### config.mk
export PLATFORM = sky130hd
export DESIGN_NAME = stream_mux_rr
export DESIGN_NICKNAME = d
export VERILOG_FILES = /design/src/rtl/stream_mux_pkg.sv /design/src/rtl/rr_arbiter.sv /design/src/rtl/stream_mux_rr.sv
export SDC_FILE = /design/constraint.sdc
export NUM_CORES = 1
export LEC_CHECK = 0
export ABC_CLOCK_PERIOD_IN_PS = 5100
export BUFFER_PORTS_ARGS = -buffer_cell sky130_fd_sc_hd__buf_2
export CAP_MARGIN = 20
export CORE_MARGIN = 2
export CORE_UTILIZATION = 35
export DETAILED_ROUTE_END_ITERATION = 12
export PLACE_DENSITY = 0.66
export SYNTH_ARGS = -nofsm -noshare
export SYNTH_HDL_FRONTEND = slang
export SYNTH_SLANG_ARGS = --single-unit
### constraint.sdc
create_clock -name clk -period 5.1 [get_ports clk]
set_input_delay 0.51 -clock clk [delete_from_list [all_inputs] [get_ports clk]]
set_output_delay 0.51 -clock clk [all_outputs]
set_load 0.03 [all_outputs]
### src/rtl/stream_mux_pkg.sv
// Shared types and helpers for the round-robin stream multiplexer.
// Optional feature macro: MUX_SEL_OVERRIDE_EN (forced channel select).
package stream_mux_pkg;

    // Output register occupancy: EMPTY means out_valid low, FULL means a beat is held.
    typedef enum logic {
        ST_EMPTY = 1'b0,
        ST_FULL  = 1'b1
    } out_state_t;

    // Channel index width: clog2 of the channel count, never below one bit.
    function automatic int ch_idx_w(input int n);
        return (n <= 2) ? 1 : $clog2(n);
    endfunction

endpackage

### src/rtl/rr_arbiter.sv
// Combinational round-robin arbiter: searches requests starting at the
// pointer and wrapping modulo NUM_CH; returns one-hot grant plus its index.
module rr_arbiter
    import stream_mux_pkg::*;
#(
    parameter  int NUM_CH = 4,
    localparam int CH_W   = ch_idx_w(NUM_CH)
) (
    input  logic [NUM_CH-1:0] i_req,
    input  logic [CH_W-1:0]   i_ptr,
    output logic [NUM_CH-1:0] o_grant,
    output logic [CH_W-1:0]   o_idx,
    output logic              o_any
);

    logic [CH_W-1:0] w_cand;

    // First requester at or after the pointer wins; later candidates are ignored once o_any is set.
    always_comb begin
        o_grant = '0;
        o_idx   = '0;
        o_any   = 1'b0;
        w_cand  = '0;
        for (int i = 0; i < NUM_CH; i++) begin
            w_cand = CH_W'((int'(i_ptr) + i) % NUM_CH);
            if (!o_any && i_req[w_cand]) begin
                o_any           = 1'b1;
                o_grant[w_cand] = 1'b1;
                o_idx           = w_cand;
            end
        end
    end

endmodule

### src/rtl/stream_mux_rr.sv
// N-channel valid/ready stream multiplexer with round-robin arbitration and a
// registered output stage. Each output beat is tagged with its source channel.
// Optional feature macro: MUX_SEL_OVERRIDE_EN adds sel_en/sel to force a channel.
module stream_mux_rr
    import stream_mux_pkg::*;
#(
    parameter  int NUM_CH = 4,
    parameter  int DATA_W = 8,
    localparam int CH_W   = ch_idx_w(NUM_CH)
) (
    input  logic                     clk,
    input  logic                     rst_n,
    input  logic [NUM_CH-1:0]        in_valid,
    input  logic [NUM_CH*DATA_W-1:0] in_data,
    output logic [NUM_CH-1:0]        in_ready,
    output logic                     out_valid,
    output logic [DATA_W-1:0]        out_data,
    output logic [CH_W-1:0]          out_ch,
    input  logic                     out_ready
`ifdef MUX_SEL_OVERRIDE_EN
    ,
    input  logic                     sel_en,
    input  logic [CH_W-1:0]          sel
`endif
);

    out_state_t          r_state;
    out_state_t          w_state_next;
    logic [CH_W-1:0]     r_ptr;
    logic [DATA_W-1:0]   r_out_data;
    logic [CH_W-1:0]     r_out_ch;

    logic                w_load;
    logic [NUM_CH-1:0]   w_arb_grant;
    logic [CH_W-1:0]     w_arb_idx;
    logic                w_arb_any;
    logic [NUM_CH-1:0]   w_grant;
    logic [CH_W-1:0]     w_idx;
    logic                w_any;
    logic                w_ptr_upd;
    logic                w_fire;
    logic [DATA_W-1:0]   w_data_sel;

    rr_arbiter #(
        .NUM_CH (NUM_CH)
    ) u_arb (
        .i_req   (in_valid),
        .i_ptr   (r_ptr),
        .o_grant (w_arb_grant),
        .o_idx   (w_arb_idx),
        .o_any   (w_arb_any)
    );

    // Choose between the round-robin grant and, when enabled, a forced channel that leaves the pointer frozen.
    always_comb begin
        w_grant   = w_arb_grant;
        w_idx     = w_arb_idx;
        w_any     = w_arb_any;
        w_ptr_upd = 1'b1;
`ifdef MUX_SEL_OVERRIDE_EN
        if (sel_en) begin
            w_grant   = '0;
            w_idx     = sel;
            w_any     = 1'b0;
            w_ptr_upd = 1'b0;
            for (int k = 0; k < NUM_CH; k++) begin
                if ((sel == CH_W'(k)) && in_valid[k]) begin
                    w_grant[k] = 1'b1;
                    w_any      = 1'b1;
                end
            end
        end
`endif
    end

    assign w_load   = !out_valid || out_ready;
    assign in_ready = w_load ? w_grant : '0;
    assign w_fire   = w_load && w_any;

    // Select the granted channel's data slice for loading into the output register.
    always_comb begin
        w_data_sel = '0;
        for (int k = 0; k < NUM_CH; k++) begin
            if (w_idx == CH_W'(k)) begin
                w_data_sel = in_data[k*DATA_W +: DATA_W];
            end
        end
    end

    // Output-stage occupancy register.
    always_ff @(posedge clk or negedge rst_n) begin
        if (!rst_n) begin
            r_state <= ST_EMPTY;
        end else begin
            r_state <= w_state_next;
        end
    end

    // Occupancy next state: fill on a transfer, drain when consumed with nothing to refill.
    always_comb begin
        w_state_next = r_state;
        out_valid    = (r_state == ST_FULL);
        case (r_state)
            ST_EMPTY: begin
                if (w_fire) begin
                    w_state_next = ST_FULL;
                end
            end
            ST_FULL: begin
                if (out_ready) begin
                    w_state_next = w_fire ? ST_FULL : ST_EMPTY;
                end
            end
            default: w_state_next = ST_EMPTY;
        endcase
    end

    // Capture the granted beat and advance the round-robin pointer past the winner.
    always_ff @(posedge clk or negedge rst_n) begin
        if (!rst_n) begin
            r_out_data <= '0;
            r_out_ch   <= '0;
            r_ptr      <= '0;
        end else if (w_fire) begin
            r_out_data <= w_data_sel;
            r_out_ch   <= w_idx;
            if (w_ptr_upd) begin
                r_ptr <= (w_idx == CH_W'(NUM_CH - 1)) ? '0 : w_idx + 1'b1;
            end
        end
    end

    assign out_data = r_out_data;
    assign out_ch   = r_out_ch;

endmodule
==> flow_summary_export.csv <==
group,metric,value,unit
logic_synthesis,synthArstFlopShare,1.00,
floorplan,start_util,0.368,
route,drtPass1Iterations,4,
cells_and_area,stdcell_count,256,
global_route,use_met3,0.0203,
cts,ctsLongestPathBuffers,2,
critical_path,critPathLaunchType,"register",
critical_path,worstSetupPathType,"register to output port",
global_route,grt_antenna_before_repair,0,
timing,final.period_utilization,0.720,
placement,place.port_buffers,53,
global_route,largest_net_degree_at_the_start_of_global_routing,21,
route,drt_drc_violations_left,0,
run_status,status,"completed",
floorplan,placeableCoreArea,3720,µm²
timing,fmaxAchievable,272,MHz
global_route,overflow,0,
global_route,globalRouteMet2Util,0.213,
critical_path,cp.required,4.59,ns
critical_path,cp_data_arrival_time,3.16,ns
critical_path,critical-path-slowest-cell,"dfrtp_1",
cts,tritoncts.num_buffers,3,
placement,placed_cells,252,
floorplan,die-width,66.5,µm
logic_synthesis,syn_area,1370,µm²
logic_synthesis,synth_fp_nets,215,
timing,rsz0062_at_grt,"no",
cells_and_area,area_growth,23.0,%
route,first_iter_violations,52,
critical_path,timing.critical_path.cells,"inv_1 -> ha_1 -> mux4_2 -> or4b_1 -> a21oi_1 -> a311o_2 -> buf_2",
placement,post-dp-hpwl,2540,µm
logic_synthesis,ys_warn_count,0,
cells_and_area,antenna_cells,0,
logic_synthesis,post_synth_num_cell_types,39,
route,avgRoutedWirePerCell,13.1,µm
cts,path_clk_slew,0.05,ns
cts,cts_hold_repair.buffers,0,
placement,postPlaceCellArea,1640,µm²
logic_synthesis,synth-edff-count,0,
timing,timing_worst_slew_pin_value,0.625,ns
route,detailroute.via_count,1343,
critical_path,critPathCaptureType,"output port",
run,drv.max_cap_violation_count,0,
logic_synthesis,synth_seq_area_share,0.238,
pwr,power_frac_clock,0.083,
critical_path,critical_path.max_fanout,20,
global_route,gr-usage-all-layers,0.154,
timing,final.setup.tns,0,ns
cts,post_cts.resized_instances,0,
timing,clock_skew,0.000924,ns
global_route,top_usage_layer,"met1",
cts,insertion_delay,0.24,ns
timing,timing_max_transition_violations_final,0,
timing,report.final.hold_viol_count,0,
pwr,power.sequential.fraction,0.185,
cells_and_area,num-nets-final,259,
timing,minimum_period_implied_by_the_final_worst_setup_slack,3.67,ns
floorplan,total_die_area,4420,µm²
logic_synthesis,synth.ff_latch_count,13,
logic_synthesis,post_syn_area_per_cell,8.28,µm²
timing,hold-worst-slack,0.149,ns
cells_and_area,design_area,1680,µm²
pwr,power_density,634,nW/µm²
cts,cts_root_buf,"clkbuf_8",
logic_synthesis,dominantRegCellSynth,"dfrtp_1",
global_route,grt_pass1_vias,1093,
cells_and_area,number_of_filler_instances_in_the_final_layout,384,
pwr,combinationalPowerShare,0.732,
route,route.detailed.vias_per_inst,5.25,
floorplan,die_height,66.5,µm
pwr,peakVddDrop,0.327,mV
route,routed_wl,3350,µm
cts,h_tree_depth,1,
route,antenna_violating_nets_post_route,0,
placement,place_congestion,0.807,
cts,cts_post_setup_buffers_inserted,0,
cts,cts_num_sinks,13,
timing,worst_slew_margin_relative_to_its_limit,0.583,
floorplan,row_count,22,
critical_path,worst_r2r_path_depth,11,
global_route,grt_pass1_wl,5310,µm
logic_synthesis,postSynthCellCount,165,
pwr,total_leakage_power,0.775,nW
timing,finalSetupViolations,0,
pwr,switching_share,0.500,
floorplan,io-pin-count,54,
pwr,switchingPower,533,µW
cts,cts_tree,"yes",
cells_and_area,fraction_of_final_layout_cells_with_drive_strength_greater_than_1,0.313,
pwr,power_report.internal_total,533,µW
global_route,grt_use_met1,0.246,
pwr,power,1.07,mW
critical_path,critical_path.max_stage_delay,0.74,ns
min_path,worstHoldPathType,"input pin to async pin",
worst paths after layout:
kind	endpoint	slack [ns]	from
setup / recovery	in_ready[0]	1.43	r_ptr[0]
hold / removal	out_data[7]	0.15	rst_n
min in group clk	out_data[0]	0.47	out_data[0]
hold reg to reg	out_data[0]	0.47	out_data[0]
setup reg to reg	out_data[6]	1.54	r_ptr[0]
max in group asynchronous	out_data[0]	4.73	rst_n
routing by layer:
layer  routed length [µm]  share of wire
met1                 1770           0.53
met2                 1440           0.43
met3                  120          0.036
met4                   17         0.0051
met5                    0              0
critical path: cells and delay by family (launching register included):
family | cells | cell delay [ns]
buffers and inverters | 2 | 0.38
adders and majority gates | 1 | 0.52
muxes | 1 | 0.43
and+or+nand+nor | 1 | 0.55
AOI/OAI and AO/OA | 2 | 0.29
DFF | 1 | 0.74
layout make-up:
| cell class | count | area [µm²] | share of cell area |
|---|---|---|---|
| tap | 48 | 60.1 | 0.0357 |
| timing repair buffer | 53 | 265 | 0.158 |
| inverter | 3 | 11.3 | 0.00670 |
| sequential | 13 | 325 | 0.194 |
| multi-input combinational | 135 | 973 | 0.579 |
| clock buffer | 4 | 45.0 | 0.0268 |
synthesized netlist by cell type (2+ instances only):
library cell | count | share of area
clkbuf_1 | 9 | 0.025
nor2b_1 | 17 | 0.078
mux4_2 | 2 | 0.033
a221oi_1 | 8 | 0.051
and2_1 | 2 | 0.0092
and3_1 | 4 | 0.018
buf_2 | 3 | 0.011
dfrtp_1 | 13 | 0.24
mux2i_1 | 2 | 0.015
a211oi_1 | 2 | 0.011
nor3b_1 | 2 | 0.011
a21oi_1 | 5 | 0.018
o31a_1 | 8 | 0.051
nand2_1 | 25 | 0.069
nor4bb_1 | 2 | 0.015
o21ai_0 | 13 | 0.048
mux2_2 | 2 | 0.016
inv_1 | 3 | 0.0082
nor2_1 | 3 | 0.0082
buf_1 | 2 | 0.0055
nand2b_1 | 3 | 0.014
a311o_2 | 4 | 0.033
ha_1 | 11 | 0.10
nor3_1 | 2 | 0.0073
or4b_1 | 4 | 0.029
layout by cell type (no fill, tap or decap), types with 2 or more instances in the layout:
master / instances
a211oi_1: 2
a21oi_1: 5
a221oi_1: 8
a311o_2: 4
and2_1: 2
and3_1: 4
buf_2: 53
clkbuf_8: 3
dfrtp_1: 13
ha_1: 11
inv_1: 3
mux2_2: 2
mux2i_1: 2
mux4_2: 2
nand2_1: 25
nand2b_1: 3
nor2_1: 3
nor2b_1: 17
nor3_1: 2
nor3b_1: 2
nor4bb_1: 2
o21ai_0: 13
o31a_1: 8
or4b_1: 4
cell families after synthesis:
kind of cell,Yosys count,synth area share
flops,13,0.238
buf+inv,17,0.0494
compound gates,49,0.264
simple gates,69,0.284
mux,6,0.0641
fa+ha+maj,11,0.101
registers in the layout (all words and copies together), names as in the netlist:
signal and cells:
out_valid 1, r_ptr 2, out_data 8, out_ch 2
power groups by stage:
stage	sequential [mW]	clock [mW]	combinational [mW]
after CTS	0.197	0.0912	0.779
after global routing	0.206	0.0974	0.860
after floorplan	0.254	0	0.540
after detailed placement	0.199	0	0.772
after global placement	0.199	0	0.771
final	0.197	0.0887	0.779
through the flow:
step / utilization / setup WS [ns]
floorplan: - / 1.83
CTS: 0.452 / 1.43
global placement: 0.440 / 1.62
global route: 0.452 / 1.18
finish: 0.452 / 1.43
detailed placement: 0.440 / 1.58
No activity file was read; power rests on OpenSTA's default activity.
